==> src/rtl/pulse_cmd_decoder.sv <==
// pulse_cmd_decoder
//
// Receive-side decoder for the single-wire pulse-width command line. Each high
// pulse on din is measured in clocks. A pulse W1 clocks wide is reported as
// command 1 and a pulse W2 clocks wide as command 2. Any other width produces
// an error strobe with a cause code. A line that stays high for MAX_W samples
// is reported once as stuck. Three saturating counters keep event statistics.
//
// Ports:
//   clk       rising-edge clock
//   rst_n     synchronous active-low reset
//   din       encoded pulse line (optionally synchronized, SYNC_STAGES = 0 or 2)
//   clr       synchronous clear of all statistics counters; wins over increments
//   cmd1_vld  one-cycle strobe, W1-wide pulse received
//   cmd2_vld  one-cycle strobe, W2-wide pulse received
//   err       one-cycle strobe, malformed pulse received
//   err_code  cause while err=1: 01 short, 10 long, 11 stuck
//   cmd1_cnt  saturating count of cmd1_vld strobes
//   cmd2_cnt  saturating count of cmd2_vld strobes
//   err_cnt   saturating count of err strobes
module pulse_cmd_decoder #(
    parameter int SYNC_STAGES = 2,
    parameter int W1          = 3,
    parameter int W2          = 2,
    parameter int MAX_W       = 7,
    parameter int CNT_W       = 8
) (
    input  logic             clk,
    input  logic             rst_n,
    input  logic             din,
    input  logic             clr,
    output logic             cmd1_vld,
    output logic             cmd2_vld,
    output logic             err,
    output logic [1:0]       err_code,
    output logic [CNT_W-1:0] cmd1_cnt,
    output logic [CNT_W-1:0] cmd2_cnt,
    output logic [CNT_W-1:0] err_cnt
);

    localparam int WID_W = $clog2(MAX_W + 1);
    localparam int W_MAX = (W1 > W2) ? W1 : W2;

    typedef enum logic [1:0] {
        IDLE     = 2'd0,
        HIGH     = 2'd1,
        WAIT_LOW = 2'd2
    } state_t;

    // Decoded sample of the line.
    logic ds;

    generate
        if (SYNC_STAGES == 0) begin : g_no_sync
            assign ds = din;
        end else begin : g_sync
            // Reset to 1 so the FSM, which starts in WAIT_LOW, waits for the
            // real line to be seen low before it accepts a pulse.
            logic [SYNC_STAGES-1:0] sync_q;
            always_ff @(posedge clk) begin
                if (!rst_n) begin
                    sync_q <= '1;
                end else begin
                    sync_q[0] <= din;
                    for (int i = 1; i < SYNC_STAGES; i++) begin
                        sync_q[i] <= sync_q[i-1];
                    end
                end
            end
            assign ds = sync_q[SYNC_STAGES-1];
        end
    endgenerate

    state_t           state_q, state_d;
    logic [WID_W-1:0] wid_q, wid_d, wid_inc;
    logic             cmd1_d, cmd2_d, err_d;
    logic [1:0]       err_code_d;

    assign wid_inc = wid_q + WID_W'(1);

    always_comb begin
        state_d    = state_q;
        wid_d      = wid_q;
        cmd1_d     = 1'b0;
        cmd2_d     = 1'b0;
        err_d      = 1'b0;
        err_code_d = 2'b00;
        case (state_q)
            WAIT_LOW: begin
                if (!ds) state_d = IDLE;
            end
            IDLE: begin
                if (ds) begin
                    wid_d   = WID_W'(1);
                    state_d = HIGH;
                end
            end
            HIGH: begin
                if (ds) begin
                    wid_d = wid_inc;
                    // MAX_W consecutive high samples: report once, then ignore
                    // the line until it has been seen low again.
                    if (wid_inc == WID_W'(MAX_W)) begin
                        err_d      = 1'b1;
                        err_code_d = 2'b11;
                        state_d    = WAIT_LOW;
                    end
                end else begin
                    state_d = IDLE;
                    if (wid_q == WID_W'(W1)) begin
                        cmd1_d = 1'b1;
                    end else if (wid_q == WID_W'(W2)) begin
                        cmd2_d = 1'b1;
                    end else if (wid_q > WID_W'(W_MAX)) begin
                        err_d      = 1'b1;
                        err_code_d = 2'b10;
                    end else begin
                        // Every non-matching width below the longest code.
                        err_d      = 1'b1;
                        err_code_d = 2'b01;
                    end
                end
            end
            default: state_d = WAIT_LOW;
        endcase
    end

    always_ff @(posedge clk) begin
        if (!rst_n) begin
            state_q  <= WAIT_LOW;
            wid_q    <= '0;
            cmd1_vld <= 1'b0;
            cmd2_vld <= 1'b0;
            err      <= 1'b0;
            err_code <= 2'b00;
        end else begin
            state_q  <= state_d;
            wid_q    <= wid_d;
            cmd1_vld <= cmd1_d;
            cmd2_vld <= cmd2_d;
            err      <= err_d;
            err_code <= err_code_d;
        end
    end

    function automatic logic [CNT_W-1:0] sat_inc(input logic [CNT_W-1:0] c,
                                                  input logic             inc);
        return (inc && (c != '1)) ? c + CNT_W'(1) : c;
    endfunction

    // Counters step on the same edge that registers the strobe.
    always_ff @(posedge clk) begin
        if (!rst_n || clr) begin
            cmd1_cnt <= '0;
            cmd2_cnt <= '0;
            err_cnt  <= '0;
        end else begin
            cmd1_cnt <= sat_inc(cmd1_cnt, cmd1_d);
            cmd2_cnt <= sat_inc(cmd2_cnt, cmd2_d);
            err_cnt  <= sat_inc(err_cnt, err_d);
        end
    end

endmodule

==> config.mk <==
export PLATFORM = sky130hd
export DESIGN_NAME = pulse_cmd_decoder
export DESIGN_NICKNAME = d
export VERILOG_FILES = /design/src/rtl/pulse_cmd_decoder.sv
export SDC_FILE = /design/constraint.sdc
export NUM_CORES = 1
export LEC_CHECK = 0
export ABC_CLOCK_PERIOD_IN_PS = 5250
export CORE_AREA = 2 2 63 65
export DETAILED_ROUTE_END_ITERATION = 16
export DIE_AREA = 0 0 65 67
export DONT_BUFFER_PORTS = 1
export PLACE_DENSITY = 0.74
export SYNTH_ARGS = -nofsm -noshare
export SYNTH_HDL_FRONTEND = slang
export SYNTH_SLANG_ARGS = --single-unit
==> constraint.sdc <==
create_clock -name clk -period 5.25 [get_ports clk]
set_input_delay 1.05 -clock clk [delete_from_list [all_inputs] [get_ports clk]]
set_output_delay 1.05 -clock clk [all_outputs]
set_load 0.02 [all_outputs]
==> flow_metrics.py <==
metrics = {
    "clock_tree": {
        "root_buffer": "clkbuf_8",
        "clk_latency_ns": 0.29,
        "post_cts.repair.setup_buffers": 0,
        "cts_resized": 0,
        "cts.path.max_buffers": 2,
        "cts_tree": "done",
        "numCtsBuffers": 5,
        "clock_sinks": 36,
        "cts_max_level": 2,
        "hold_buffers": 0,
        "path_clk_slew_ns": 0.07,
    },
    "die": {
        "core.rowCount": 22,
        "die_y_um": 67,
        "ios": 33,
        "dieArea_mm2": 0.00436,
        "core_area_mm2": 0.00361,
        "start_util_pct": 48.6,
        "die_w_um": 65,
    },
    "placed_design": {
        "gp_congestion": 0.861,
        "place_area_mm2": 0.00178,
        "numPlacedInstances": 234,
        "post-place-ws_ns": 3.05,
        "dp_hpwl_um": 2390,
        "io_buffers": 0,
    },
    "critical_path": {
        "crit_family": "compound AO/OA/AOI/OAI gates",
        "cp.required_ns": 5.46,
        "critPathMaxFanout": 7,
        "worst_setup_path_end_kind": "flop",
        "crit_path_start_kind": "flop",
        "arrival_ns": 2.38,
        "path_class": "reg -> reg",
        "slowest_delay_ns": 0.49,
        "cp_common_cell": "ha_1",
        "crit_buf_inv": 0,
        "slowest_stage": "a2111o_1",
        "cp_cell_sequence": "ha_1, ha_1, nand2b_1, a2111o_1, or4_1, a21oi_1",
    },
    "drt": {
        "vias": 1382,
        "wl_um": 3260,
        "wl_per_cell_um": 13.5,
        "dr.pass1.iters": 4,
        "viasPerCell": 5.71,
        "drt_iter0_markers": 64,
        "ant_nets": 0,
        "drcViolationCount": 0,
    },
    "yosys": {
        "yosysTopAreaCell": "dfxtp_1",
        "synth_nets": 204,
        "synth_edf_count": 0,
        "syn_area_per_cell_um2": 9.08,
        "synthCells": 193,
        "synth_area_leaders": "dfxtp_1, ha_1, a21oi_1, nand2_1, nand3_1",
        "synth_cell_type_count": 49,
        "ys.flop_type": "dfxtp_1",
        "synth_area_mm2": 0.00175,
        "ys_warn_count": 0,
        "synth.top_cell.area_share_pct": 41.1,
        "ys_seq_area_share_pct": 41.1,
        "async_flop_share_pct": 0,
        "synth_seq_cells": 36,
    },
    "sta": {
        "worst_pin_slew_ns": 0.908,
        "max_slew_margin_pct": 39.3,
        "max_freq_mhz": 460,
        "setup_ws_ns": 3.07,
        "tns_ns": 0,
        "rsz0062_at_grt": "false",
        "finalCritPeriodShare_pct": 41.4,
        "skew_ns": 0.00470,
        "slew_violations": 0,
        "period_minus_slack_ns": 2.18,
        "setup_violations": 0,
        "report.final.hold_viol_count": 0,
    },
    "power": {
        "p_per_area_mw_per_mm2": 260,
        "p_leak_nw": 0.673,
        "ir_drop_uv": 134,
    },
    "grt": {
        "grt_max_degree": 21,
        "grt_first_pass_wirelength_um": 5840,
        "grt_overflow": 0,
        "grtUsageTotal_pct": 17.3,
        "grt_pass1_vias": 1311,
        "grt_antenna_before_repair": 0,
    },
    "cells_and_area": {
        "multi_input_area_um2": 983,
        "drive_above_1_share_pct": 8.25,
        "stdcell_area_mm2": 0.00188,
        "finalNetCount": 204,
        "mostFrequentLayoutCells": "dfxtp_1, nand2_1, nor2_1",
        "seqCellArea_um2": 721,
        "syn2layout_area_growth_pct": 7.00,
        "diodes": 0,
        "layout.cells.non_filler": 242,
        "final_common_cell": "dfxtp_1",
        "nFillCells": 335,
    },
    "outcome": {
        "status": "finished clean",
    },
    "job": {
        "cap_violations": 0,
    },
    "min_path": {
        "hold_path.class": "reg -> reg",
    },
}
worst reg2reg max path: cells and delay by family (launching register included):
| kind | cells | cell delay [ns] |
|---|---|---|
| simple gates | 2 | 0.59 |
| fa+ha+maj | 2 | 0.51 |
| flops | 1 | 0.37 |
| compound gates | 2 | 0.63 |
flip-flops by register name (all words and copies together), names as in the netlist:
signal / flops
err_cnt: 8
wid_q: 3
cmd2_cnt: 8
cmd1_cnt: 8
err_code: 2
err: 1
cmd2_vld: 1
cmd1_vld: 1
g_sync.sync_q: 2
state_q: 2
stage by stage:
step,hold WS (ns),util [%],total power (W)
finish,0.407,52.0,0.000488
floorplan,0.386,-,0.000293
CTS,0.413,52.0,0.000492
detailed placement,0.397,49.4,0.000294
global placement,0.392,49.4,0.000294
global route,0.420,52.0,0.000509
cell usage after synthesis (2+ instances only):
master / n
o211ai_1: 2
nand2b_1: 7
a21boi_0: 2
xor2_1: 5
nand4_1: 6
a31o_1: 2
mux2i_1: 3
and2_1: 4
nand2_1: 16
inv_1: 5
a21oi_1: 12
or3_1: 4
ha_1: 7
clkbuf_1: 5
a211oi_1: 2
nor3b_1: 2
xnor2_1: 2
nor2b_1: 3
o21ai_0: 7
dfxtp_1: 36
nor2_1: 14
nand3b_1: 3
a41o_1: 2
and3_1: 5
nand3_1: 11
nand4b_1: 3
kinds of logic (layout without fill, tap and decap cells):
family	count (synthesis)	in the layout	synth area share [%]
buffers and inverters	12	13	2.78
AOI/OAI and AO/OA	40	40	17.1
muxes	3	3	1.71
DFF	36	36	41.1
and+or+nand+nor	88	88	28.8
adders and majority gates	7	7	5.00
xor gates and xnor gates	7	7	3.50
final cells by class:
type	count	area share (%)
clock buffers	6	4.40
multi-input cells	145	52.4
inverters	5	1.00
well taps	48	3.20
clock inverters	2	0.534
flip-flops and latches	36	38.4
per-layer routing:
metal / share of wire (%) / global-route usage (%)
met1: 46 / 21.0
met2: 44 / 26.5
met3: 7.8 / 7.43
met4: 1.8 / 7.71
met5: 0 / 0
power breakdown:
part	internal [W]	switching (W)	total (W)
registers	0.000275	0.00000302	0.000278
clock network	0.000105	0.0000953	0.000200
logic	0.00000370	0.00000631	0.0000100
total	0.000383	0.000105	0.000488
worst paths after layout:
| check | startpoint | to | slack (ns) | cells past startpoint |
|---|---|---|---|---|
| worst min register to register | g_sync.sync_q[0] | g_sync.sync_q[1] | 0.41 | 1 |
| worst max-delay path | wid_q[1] | err_cnt[5] | 3.07 | 6 |
| worst max register to register | wid_q[1] | err_cnt[5] | 3.07 | 6 |
| worst min-delay path | g_sync.sync_q[0] | g_sync.sync_q[1] | 0.41 | 1 |
Power figures use the tool's default switching activity.
